<file path="src/rtl/writeback_buffer_if.sv">
//==============================================================================
// Module      : writeback_buffer_if
// Description : Result/store bus between execution lanes, writeback buffer
//               and register file.
// Revision    : 1.0
//==============================================================================
`default_nettype none

interface writeback_buffer_if #(
    parameter int DEPTH = 8
);
    localparam int C_CNT_W = $clog2(DEPTH) + 1;

    logic [1:0]          resultValidIn;
    logic [1:0][4:0]     resultIndicesIn;
    logic [1:0][31:0]    resultValuesIn;
    logic                resultReadyOut;
    logic                registerReadyIn;
    logic [1:0][4:0]     storeIndicesOut;
    logic [1:0][31:0]    storeValuesOut;
    logic                storeLatchOut;
    logic [31:0]         pendingMaskOut;
    logic [C_CNT_W-1:0]  countOut;

    modport master (
        output resultValidIn, resultIndicesIn, resultValuesIn, registerReadyIn,
        input  resultReadyOut, storeIndicesOut, storeValuesOut, storeLatchOut,
               pendingMaskOut, countOut
    );

    modport slave (
        input  resultValidIn, resultIndicesIn, resultValuesIn, registerReadyIn,
        output resultReadyOut, storeIndicesOut, storeValuesOut, storeLatchOut,
               pendingMaskOut, countOut
    );
endinterface

`default_nettype wire

</file>
<file path="src/rtl/writeback_buffer.sv">
//==============================================================================
// Module      : writeback_buffer
// Description : Dual-lane in-order writeback FIFO with dual-port drain and
//               pending-write mask.
// Revision    : 1.0
//==============================================================================
`default_nettype none

module writeback_buffer #(
    parameter int DEPTH = 8
) (
    input  wire logic         clockIn,
    input  wire logic         resetIn,
    writeback_buffer_if.slave bus
);
    localparam int C_PTR_W = $clog2(DEPTH);
    localparam int C_CNT_W = C_PTR_W + 1;

    logic [C_PTR_W-1:0] head_q, head_d, tail_q, tail_d;
    logic [C_CNT_W-1:0] count_q, count_d;
    logic [4:0]         mem_idx_q [DEPTH];
    logic [4:0]         mem_idx_d [DEPTH];
    logic [31:0]        mem_val_q [DEPTH];
    logic [31:0]        mem_val_d [DEPTH];
    logic [1:0][4:0]    store_idx_q, store_idx_d;
    logic [1:0][31:0]   store_val_q, store_val_d;
    logic               store_latch_q, store_latch_d;

    logic               w_ready;
    logic [1:0]         w_enq;
    logic               w_drain;
    logic               w_drain2;
    logic [C_PTR_W-1:0] w_head1;
    logic [C_CNT_W-1:0] w_n_enq;
    logic [C_CNT_W-1:0] w_n_drain;
    logic [31:0]        w_mask;
    logic [C_PTR_W-1:0] w_off [DEPTH];

    // Distance of each slot from head; wraps naturally at pointer width.
    for (genvar gi = 0; gi < DEPTH; gi++) begin : g_off
        assign w_off[gi] = C_PTR_W'(gi) - head_q;
    end

    always_comb begin
        w_ready   = (count_q <= C_CNT_W'(DEPTH - 2)) && !resetIn;
        w_enq[0]  = w_ready && bus.resultValidIn[0] && (bus.resultIndicesIn[0] != 5'd0);
        w_enq[1]  = w_ready && bus.resultValidIn[1] && (bus.resultIndicesIn[1] != 5'd0);
        w_n_enq   = C_CNT_W'(w_enq[0]) + C_CNT_W'(w_enq[1]);
        w_head1   = head_q + C_PTR_W'(1);
        w_drain   = bus.registerReadyIn && (count_q != '0);
        // A second write to the same register waits so stores retire in order.
        w_drain2  = w_drain && (count_q >= C_CNT_W'(2))
                    && (mem_idx_q[w_head1] != mem_idx_q[head_q]);
        w_n_drain = C_CNT_W'(w_drain) + C_CNT_W'(w_drain2);

        mem_idx_d = mem_idx_q;
        mem_val_d = mem_val_q;
        if (w_enq[0]) begin
            mem_idx_d[tail_q] = bus.resultIndicesIn[0];
            mem_val_d[tail_q] = bus.resultValuesIn[0];
        end
        if (w_enq[1]) begin
            mem_idx_d[tail_q + C_PTR_W'(w_enq[0])] = bus.resultIndicesIn[1];
            mem_val_d[tail_q + C_PTR_W'(w_enq[0])] = bus.resultValuesIn[1];
        end

        tail_d        = tail_q + C_PTR_W'(w_n_enq);
        head_d        = head_q + C_PTR_W'(w_n_drain);
        count_d       = count_q + w_n_enq - w_n_drain;
        store_latch_d = w_drain;
        store_idx_d   = '0;
        store_val_d   = '0;
        if (w_drain) begin
            store_idx_d[0] = mem_idx_q[head_q];
            store_val_d[0] = mem_val_q[head_q];
        end
        if (w_drain2) begin
            store_idx_d[1] = mem_idx_q[w_head1];
            store_val_d[1] = mem_val_q[w_head1];
        end
    end

    always_comb begin
        w_mask = '0;
        for (int i = 0; i < DEPTH; i++) begin
            if ({1'b0, w_off[i]} < count_q) begin
                w_mask[mem_idx_q[i]] = 1'b1;
            end
        end
        if (store_latch_q) begin
            w_mask[store_idx_q[0]] = 1'b1;
            w_mask[store_idx_q[1]] = 1'b1;
        end
        w_mask[0] = 1'b0;
    end

    always_ff @(posedge clockIn) begin
        if (resetIn) begin
            head_q        <= '0;
            tail_q        <= '0;
            count_q       <= '0;
            store_idx_q   <= '0;
            store_val_q   <= '0;
            store_latch_q <= 1'b0;
        end else begin
            head_q        <= head_d;
            tail_q        <= tail_d;
            count_q       <= count_d;
            store_idx_q   <= store_idx_d;
            store_val_q   <= store_val_d;
            store_latch_q <= store_latch_d;
        end
    end

    // Entry storage is qualified by count, so it needs no reset.
    always_ff @(posedge clockIn) begin
        mem_idx_q <= mem_idx_d;
        mem_val_q <= mem_val_d;
    end

    assign bus.resultReadyOut  = w_ready;
    assign bus.storeIndicesOut = store_idx_q;
    assign bus.storeValuesOut  = store_val_q;
    assign bus.storeLatchOut   = store_latch_q;
    assign bus.pendingMaskOut  = w_mask;
    assign bus.countOut        = count_q;
endmodule

`default_nettype wire

</file>
<file path="src/flat_wrapper.sv">
// flat-port wrapper written by rule: the top's interface ports become plain ports
module writeback_buffer_flat 
#(
    parameter int DEPTH = 8
)
  (clockIn, resetIn, bus_resultValidIn, bus_resultIndicesIn, bus_resultValuesIn, bus_registerReadyIn, bus_resultReadyOut, bus_storeIndicesOut, bus_storeValuesOut, bus_storeLatchOut, bus_pendingMaskOut, bus_countOut);
  writeback_buffer_if #(.DEPTH(DEPTH)) bus_i ();
  input  wire logic clockIn;
  input  wire logic resetIn;
  input wire logic [$bits(bus_i.resultValidIn)-1:0] bus_resultValidIn;
  input wire logic [$bits(bus_i.resultIndicesIn)-1:0] bus_resultIndicesIn;
  input wire logic [$bits(bus_i.resultValuesIn)-1:0] bus_resultValuesIn;
  input wire logic [$bits(bus_i.registerReadyIn)-1:0] bus_registerReadyIn;
  output wire logic [$bits(bus_i.resultReadyOut)-1:0] bus_resultReadyOut;
  output wire logic [$bits(bus_i.storeIndicesOut)-1:0] bus_storeIndicesOut;
  output wire logic [$bits(bus_i.storeValuesOut)-1:0] bus_storeValuesOut;
  output wire logic [$bits(bus_i.storeLatchOut)-1:0] bus_storeLatchOut;
  output wire logic [$bits(bus_i.pendingMaskOut)-1:0] bus_pendingMaskOut;
  output wire logic [$bits(bus_i.countOut)-1:0] bus_countOut;
  assign bus_i.resultValidIn = bus_resultValidIn;
  assign bus_i.resultIndicesIn = bus_resultIndicesIn;
  assign bus_i.resultValuesIn = bus_resultValuesIn;
  assign bus_i.registerReadyIn = bus_registerReadyIn;
  assign bus_resultReadyOut = bus_i.resultReadyOut;
  assign bus_storeIndicesOut = bus_i.storeIndicesOut;
  assign bus_storeValuesOut = bus_i.storeValuesOut;
  assign bus_storeLatchOut = bus_i.storeLatchOut;
  assign bus_pendingMaskOut = bus_i.pendingMaskOut;
  assign bus_countOut = bus_i.countOut;
  writeback_buffer #(.DEPTH(DEPTH)) u_core (.clockIn(clockIn), .resetIn(resetIn), .bus(bus_i));
endmodule
</file>
<file path="config.mk">
export PLATFORM = sky130hd
export DESIGN_NAME = writeback_buffer_flat
export DESIGN_NICKNAME = d
export VERILOG_FILES = /design/src/rtl/writeback_buffer_if.sv /design/src/rtl/writeback_buffer.sv /design/src/flat_wrapper.sv
export SDC_FILE = /design/constraint.sdc
export NUM_CORES = 1
export LEC_CHECK = 0
export ABC_AREA = 1
export CORE_ASPECT_RATIO = 0.5
export CORE_MARGIN = 3
export CORE_UTILIZATION = 35
export CTS_CLUSTER_SIZE = 20
export DETAILED_ROUTE_END_ITERATION = 7
export DONT_BUFFER_PORTS = 1
export PLACE_DENSITY = 0.5
export SLEW_MARGIN = 20
export SYNTH_ARGS = -nofsm -noshare
export SYNTH_HDL_FRONTEND = slang
export SYNTH_SLANG_ARGS = --single-unit
</file>
<file path="constraint.sdc">
create_clock -name clockIn -period 6.3 [get_ports clockIn]
set_clock_uncertainty 0.15 [all_clocks]
set_input_delay 0.63 -clock clockIn [delete_from_list [all_inputs] [get_ports clockIn]]
set_output_delay 0.63 -clock clockIn [all_outputs]
set_load 0.03 [all_outputs]
</file>
Word level (Yosys, flattened, before mapping)
Index checks and enable logic that the tools add are counted.
Widths: inputs -> output; s select.

word-level totals
  flip-flop bits (word level) = 381
  bits in latches = 0
  RAM bits = 0
  memory bits (read-only) = 0
  bits of input ports = 79
  output and inout port bits = 112
  logic and storage cells = 175
  memories kept = 0

cells by class
  add/sub/neg operators = 16
  $mul = 0
  div/mod/pow operators = 0
  magnitude comparators = 36
  eq/ne operators = 1
  shift-type cells = 0
  multiplexer cells = 57
  bitwise logic cells = 15
  reductions and logical operators = 26

operators with widths
  operator             number
  $bwmux 256           2
  $mux 256             2
  $mux 32              15
  $or 32x32->32        9
  $bmux 32 s3          2
  $demux 32 s3         2
  $bwmux 40            2
  $mux 40              2
  $lt 5x6->1 const B   10
  $demux 1 s5          10
  $ge 5x1->1 const B   10
  $lt 3x4->1           8
  $bmux 5 s3           2
  $demux 5 s3          2
  $mux 5               6
  $logic_and 1x1->1    20
  $ge 4x4->1 const B   4
  $not 3->4            4
  $sub 3x3->3 const A  4
  $mux 1               10
  $reduce_bool 5->1    2
  $lt 4x1->1 const B   2
  $add 3x3->3          2
  $sub 1x3->3 const A  2
  13 further kinds     17

Depth between registers and ports, before layout
Gate-level depths: netlist of run 1.

  depth in word-level cells = 22
  gate-level depth with buffers = 22
  gate-level depth less buffers = 20

Worst setup path before layout of run 1
Ideal clock, no wire load.

  path kind = register to output
  from = register u_core.head_q[0]
  to = output bus_pendingMaskOut[4]
  data arrival time = 3.043 ns
  data required time = 5.520 ns
  path slack = 2.477 ns
  stages on the path, launching flop included = 19
  buffers on the path = 5
  cell sequence = dfxtp_1 inv_2 buf_2 ha_1 inv_1 buf_2 clkbuf_1 buf_2 ha_1 inv_1 o21bai_1 nand3_1 nand2_1 buf_2 nor2_1 inv_1 nor2_1 nor2_1 nand3b_1

between the ends
  longest elaborated chain between the ends = 20

ends and longest elaborated chain
  element                               RTL line                 RTL
  start, declared                       writeback_buffer.sv:19   logic [C_PTR_W-1:0] head_q, head_d, tail_q, tail_d;
  start signal, assigned                writeback_buffer.sv:99   head_q <= '0;
  start signal, assigned                writeback_buffer.sv:106  head_q <= head_d;
  $sub 1x3->3                           writeback_buffer.sv:41   assign w_off[gi] = C_PTR_W'(gi) - head_q;
  $lt 3x4->1                            writeback_buffer.sv:86   if ({1'b0, w_off[i]} < count_q) begin
  $mux 32                               writeback_buffer.sv:86
  $or 32x32->32 (no line)               n/a
  $mux 32                               writeback_buffer.sv:86
  $or 32x32->32 (no line)               n/a
  $mux 32                               writeback_buffer.sv:86
  $or 32x32->32 (no line)               n/a
  [3 not listed]                        n/a
  $or 32x32->32 (no line)               n/a
  $mux 32                               writeback_buffer.sv:86
  $or 32x32->32 (no line)               n/a
  $mux 32                               writeback_buffer.sv:86
  $or 32x32->32 (no line)               n/a
  $mux 32 (*)                           writeback_buffer.sv:86
  $or 32x32->32 (no line) (2 in a row)  n/a
  $mux 32 (*)                           writeback_buffer.sv:90   if (store_latch_q) begin
  end, declared                         flat_wrapper.sv:18       output wire logic [$bits(bus_i.pendingMaskOut)-1:0] bus_pendingMaskOut;

Every way passes the cells marked *; elsewhere a longest branch is shown, timed or not.

Worst setup path after layout of run 1
  from = register u_core.head_q[2]
  to = output bus_pendingMaskOut[25]

The elaborated chain is that of the path after synthesis.

==> results of run 1 <==
==> repair_timing <==
| action | 4_1_cts | 5_1_grt |
|---|---|---|
| endpoints found under the setup margin | 0 | 0 |
| hold buffers | 1 | 0 |
| endpoints found under the hold margin | 9 | 0 |
==> metrics by stage <==
step / total power (uW) / worst slack (ps) / util / cells / hold WS [ps]
6_report: 13000 / 1080 / 0.386 / 4227 / 78.2
5_1_grt: 13900 / 943 / 0.386 / 4226 / 62.8
2_1_floorplan: 8560 / 2480 / - / 3536 / 352
3_3_place_gp: 10400 / 1490 / 0.365 / 4150 / 369
4_1_cts: 12900 / 1110 / 0.385 / 4224 / 48.8
3_5_place_dp: 10500 / 1400 / 0.365 / 4150 / 377
==> kinds of logic (layout without fill, tap and decap cells) <==
logic type	after synthesis	after routing
buf+inv	710	528
other cells	1	3
fa+ha+maj	30	30
compound gates	1148	1148
flops	381	381
xor+xnor	6	6
simple gates	1260	1260
==> registers in the layout, summed over array words and instances, names as in the netlist <==
name	count
u_core.tail_q	3
u_core.head_q	3
u_core.mem_idx_q	40
u_core.bus.storeIndicesOut	10
u_core.bus.storeLatchOut	1
u_core.bus.storeValuesOut	64
u_core.bus.countOut	4
u_core.mem_val_q	256
==> power by group through the flow <==
stage	clock network, uW	logic, uW	registers, uW
finish	2420	6260	4280
global route	2570	6950	4370
CTS	2470	6180	4260
detailed placement	0	6150	4310
global placement	0	6110	4300
floorplan	0	4490	4070
==> worst min-delay path by stage <==
stage	from	end	slack, ps	cells past startpoint
after floorplan	u_core.mem_val_q[199]	u_core.mem_val_q[199]	350	2
after global placement	u_core.mem_val_q[205]	u_core.mem_val_q[205]	370	2
after detailed placement	u_core.mem_val_q[222]	u_core.mem_val_q[222]	380	2
after CTS	bus_resultValuesIn[10]	u_core.mem_val_q[74]	50	2
after global routing	bus_resultValuesIn[11]	u_core.mem_val_q[139]	60	2
final	bus_resultValuesIn[12]	u_core.mem_val_q[12]	80	2
==> synthesized netlist by cell type (all sizes together) <==
master	instances	area, sq um
nor3	148	772
o21a	1	7.51
fa	4	80.1
nand3b	8	60.1
buf	128	684
o21bai	3	22.5
ha	26	325
nor2	225	870
a21oi	150	762
xor2	5	51.3
nand3	179	918
nand2	686	2590
clkinv	2	7.51
o211ai	328	2460
or2	1	6.26
xnor2	1	16.3
nor4	1	6.26
conb	1	3.75
clkbuf	160	601
a41oi	32	280
nand4	12	75.1
a21boi	1	7.51
o21ai	483	2420
a31oi	1	6.26
a211oi	2	15.0
dfxtp	381	7630
a21o	1	7.51
o22ai	146	913
inv	420	1580
==> layer usage <==
layer | up-vias | share of wire
met1 | 11600 | 0.45
li1 | 11700 | -
met2 | 872 | 0.45
met5 | - | 0
met4 | 0 | 0.029
met3 | 155 | 0.067
==> layout make-up <==
cell class,instances,share of cell area
sequential,381,0.308
inverter,422,0.0639
antenna,2,0.000202
timing repair buffer,33,0.0111
tap,871,0.0440
clock buffer,61,0.0480
clock inverter,12,0.00474
multi-input combinational,2445,0.520
==> metrics.txt, run 1 <==
cell chain of the critical path inv_2 -> nor2_4 -> nor2_1 -> inv_1 -> ha_1 -> nand3_1 -> nand4_1 -> o211ai_1 -> nor2_1 -> nand2_1; GR Util met3 0.0335; Power Internal 6440 uW; Synth Area in XOR/XNOR 0.00292; first-pass GRT wire length 145000 um; vias 24300; nets 3432; f_max 192 MHz; Starting Density 0.361; largest net degree at the start of global routing 128; Port Buffers 0; Synth cell types 44; register area 7630 sq um; Syn-to-layout area delta 6.99%; Synth Area in Adders 0.0175; Mapped Avg Cell Area 6.55 sq um; worst r2r src u_core.bus.countOut[3]; total CTS buffers 40; first-iteration detailed-routing DRC count 2569; cell mode on critical path nor2_1; aggregate global routing overflow 0; CTS clk-pin slew, worst paths 70 ps; drt drc 0; part of the power in registers 0.330; Fin. Hold Viols 0; routed len/inst 22.9 um; mux share of post-synthesis cell area 0; Die X 370 um; CP top delay family simple AND/OR/NAND/NOR gates; CTS tree built; Net Count, Synth 3645; Area after DPL 23400 sq um; total negative slack 0 ps; sw frac 0.504; LEAKAGE 0.0104 uW; H-tree levels 2; io pins 191; Synth Cell Area 23200 sq um; WP data required 5520 ps; Setup crit start u_core.head_q[2]; HPWL after detailed placement 62300 um; CP Data Arrival Time 4440 ps; Global Route Usage Sum 0.268; Critical Path Sink Type output port; worst skew pair latency 570 ps; Hold WC Path Type in2reg; area fraction in compound gates after synthesis 0.298; number of max-cap violations 0; Worst slew margin 0.246; Crit Reg-Reg Endpoint u_core.mem_idx_q[39]; Critical Path Slowest Stage Cell dfxtp_1; CTS Buffer Depth 3; CTS sink cnt 381; net switching power 6530 uW; drt total wl 96600 um; flop2flop setup slack 1370 ps; core area 64200 sq um; Post-Syn Instances 3536; WS Path Type reg2out; TritonRoute pass-1 iters 6; gpl congestion 0.982; Design Area, Final 24800 sq um; CP Launch Type flip-flop; PostCTS Resize Cnt 0; Setup crit end bus_pendingMaskOut[25]; unrepaired setup endpoints after global routing false; largest family of logic cells by synthesized area compound AO/OA/AOI/OAI gates; fin crit share 0.828; GRT Max-Usage Layer met2; die span in y 188 um; layout cells sized above 1 0.0438; footprint of the multi-input gates 12900 sq um; FF-to-FF path depth 15; clk root buf clkbuf_16; fill count 6927; M2 GR Usage 0.441; Slew Viols, Final 0; Simple-Gate Fraction of Synth Area 0.229; Peak VDD IR 0.273 mV; Comb pwr share 0.483; Crit path largest cell delay 870 ps; antenna violations before repair 1; vias in the first global route 22500; Row Count 65; Clock power frac 0.187; commonest non-fill, non-tap cell in the layout nand2_1; commonest non-fill, non-tap cells in the layout nand2_1 (681), o21ai_0 (449), inv_1 (411); final setup violation count 0; setup fix buffers added after clock tree synthesis 0; sequential-to-total area share from yosys stat 0.329; post-route ant nets 0; Stages on worst setup path 10; vias per inst 5.75; fin crit period 5220 ps; yosys warns 0; Max Fanout on Critical Path 16; Die Footprint 69500 sq um; pwr dens 523 nW/um^2; Yosys reg bits 381; Buf/Inv on CP 2; met1 Usage GRT 0.367; status finished clean; Slew @ Worst Pin 1120 ps
(Power assumes the default switching activity.)
==> inputs of run 2 (changes only) <==
Settings changed: PLACE_DENSITY 0.5 to 0.52.
Clock period 6.3 ns to 4.76 ns, I/O delays scaled along.
==> run 2 against run 1 <==
Sequential power rose by 31%. Utilization up 1.2 points. Register-to-register slack got worse by 500 ps. Setup slack got worse by 890 ps. First-iteration DRC count down 1.8%. Die area unchanged. Sequential share of layout area decreased by 0.97 points. Wire length grew 2.7%. Largest power group unchanged.
==> metrics.txt, run 2 (same netlist as run 1, synthesis figures left out) <==
met1 Usage GRT 0.382; HP Start bus_resultValuesIn[40]; Slew @ Worst Pin 1200 ps; Die Footprint 69500 sq um; Worst slew margin 0.191; GR Util met3 0.0357; commonest non-fill, non-tap cell in the layout nand2_1; Port Buffers 0; register area 7630 sq um; CTS sink cnt 381; sw frac 0.500; PostCTS Resize Cnt 0; Global Route Usage Sum 0.276; CP Launch Type flip-flop; M2 GR Usage 0.446; vias in the first global route 22700; core area 64200 sq um; worst skew pair latency 570 ps; Fin. Hold Viols 0; WP data required 4130 ps; fin crit share 0.960; unrepaired setup endpoints after global routing false; Hold Crit Depth 2; status finished clean; part of the power in registers 0.318; HPWL after detailed placement 63000 um; number of max-cap violations 0; H-tree levels 2; footprint of the multi-input gates 12900 sq um; total negative slack 0 ps; commonest non-fill, non-tap cells in the layout nand2_1 (681), o21ai_0 (449), inv_1 (411); Power Internal 8830 uW; final setup violation count 0; die span in y 188 um; post-route ant nets 0; Critical Path Sink Type output port; Peak VDD IR 0.420 mV; aggregate global routing overflow 0; WS Path Type reg2out; Syn-to-layout area delta 10.4%; Top reg by flops u_core.mem_val_q; Slew Viols, Final 0; CTS clk-pin slew, worst paths 60 ps; vias per inst 5.76; WHS 62.5 ps; nets 3512; Die X 370 um; fill count 6836; fin crit period 4570 ps; FF-to-FF path depth 19; Starting Density 0.361; clk root buf clkbuf_16; max reg flops 256; CTS Buffer Depth 3; first-pass GRT wire length 148000 um; gpl congestion 1.02; routed len/inst 23.0 um; drt total wl 99200 um; layout cells sized above 1 0.0557; Hold WC Path Type in2reg; drt drc 0; total CTS buffers 40; Row Count 65; vias 24800; CP Data Arrival Time 3940 ps; Setup crit start u_core.head_q[1]; Comb pwr share 0.501; Clock power frac 0.181; flop2flop setup slack 870 ps; net switching power 8830 uW; LEAKAGE 0.0108 uW; CTS tree built; TritonRoute pass-1 iters 8; Max Fanout on Critical Path 14; GRT Max-Usage Layer met2; worst r2r src u_core.head_q[2]; pwr dens 690 nW/um^2; antenna violations before repair 1; largest net degree at the start of global routing 237; io pins 191; first-iteration detailed-routing DRC count 2522; f_max 219 MHz
==> run 2: changes by cell type in the layout (fill, tap and decap cells not counted), sizes merged <==
cell | previous run | this run
clkinv | 10 | 13
inv | 422 | 423
buf | 32 | 75
diode | 2 | 3
dlygate4sd3 | 1 | 38
clkbuf | 61 | 55
==> run 2: area by class of cell <==
type | instances | share of cell area
antenna | 3 | 0.000293
clock buffer | 55 | 0.0453
clock inverter | 16 | 0.00567
inverter | 422 | 0.0619
multi-input combinational | 2445 | 0.504
sequential | 381 | 0.298
tap | 871 | 0.0426
timing repair buffer | 113 | 0.0424
==> run 2: metrics by stage <==
step | instances | area, sq um | utilization | setup WS (ps) | total power, uW
after floorplan | 3536 | 23200 | - | 1090 | 11300
after global placement | 4193 | 23900 | 0.372 | 854 | 14200
after detailed placement | 4193 | 23900 | 0.372 | 884 | 14300
after CTS | 4302 | 25600 | 0.398 | 273 | 17600
after global routing | 4305 | 25600 | 0.398 | 62.7 | 18900
final | 4306 | 25600 | 0.398 | 191 | 17700
==> run 2: timing repair <==
item,4_1_cts,5_1_grt
setup endpoints to repair,0,0
setup buffers,0,0
hold buffers,38,0
hold endpoints to repair,305,0
==> run 2: worst paths after layout <==
check | endpoint
setup / recovery | bus_pendingMaskOut[17]
hold / removal | u_core.mem_val_q[136]
setup reg to reg | u_core.bus.countOut[3]
hold reg to reg | u_core.mem_val_q[193]
==> run 2: worst max-delay path: stages (launching register included) <==
cell      delay, ps
dfxtp_1         530
inv_2           160
ha_4            410
inv_2           140
ha_1            300
inv_1            40
o21bai_1        320
nand3_1         220
nand4_1         520
o22ai_1         180
nor2_1          230
nand3_1         150
buf_4           200
==> run 2: per-layer routing <==
layer  vias to the layer above  wire length [um]
met2                      1038             44700
li1                      11900                 -
met4                         0              3160
met1                     11800             44100
met3                       164              7300
met5                         -                 0
==> run 2: power by group through the flow <==
stage | clock [uW] | sequential, uW | combinational, uW
2_1_floorplan | 0 | 5390 | 5950
4_1_cts | 3270 | 5590 | 8710
6_report | 3200 | 5610 | 8840
3_3_place_gp | 0 | 5640 | 8550
5_1_grt | 3410 | 5740 | 9760
3_5_place_dp | 0 | 5650 | 8610
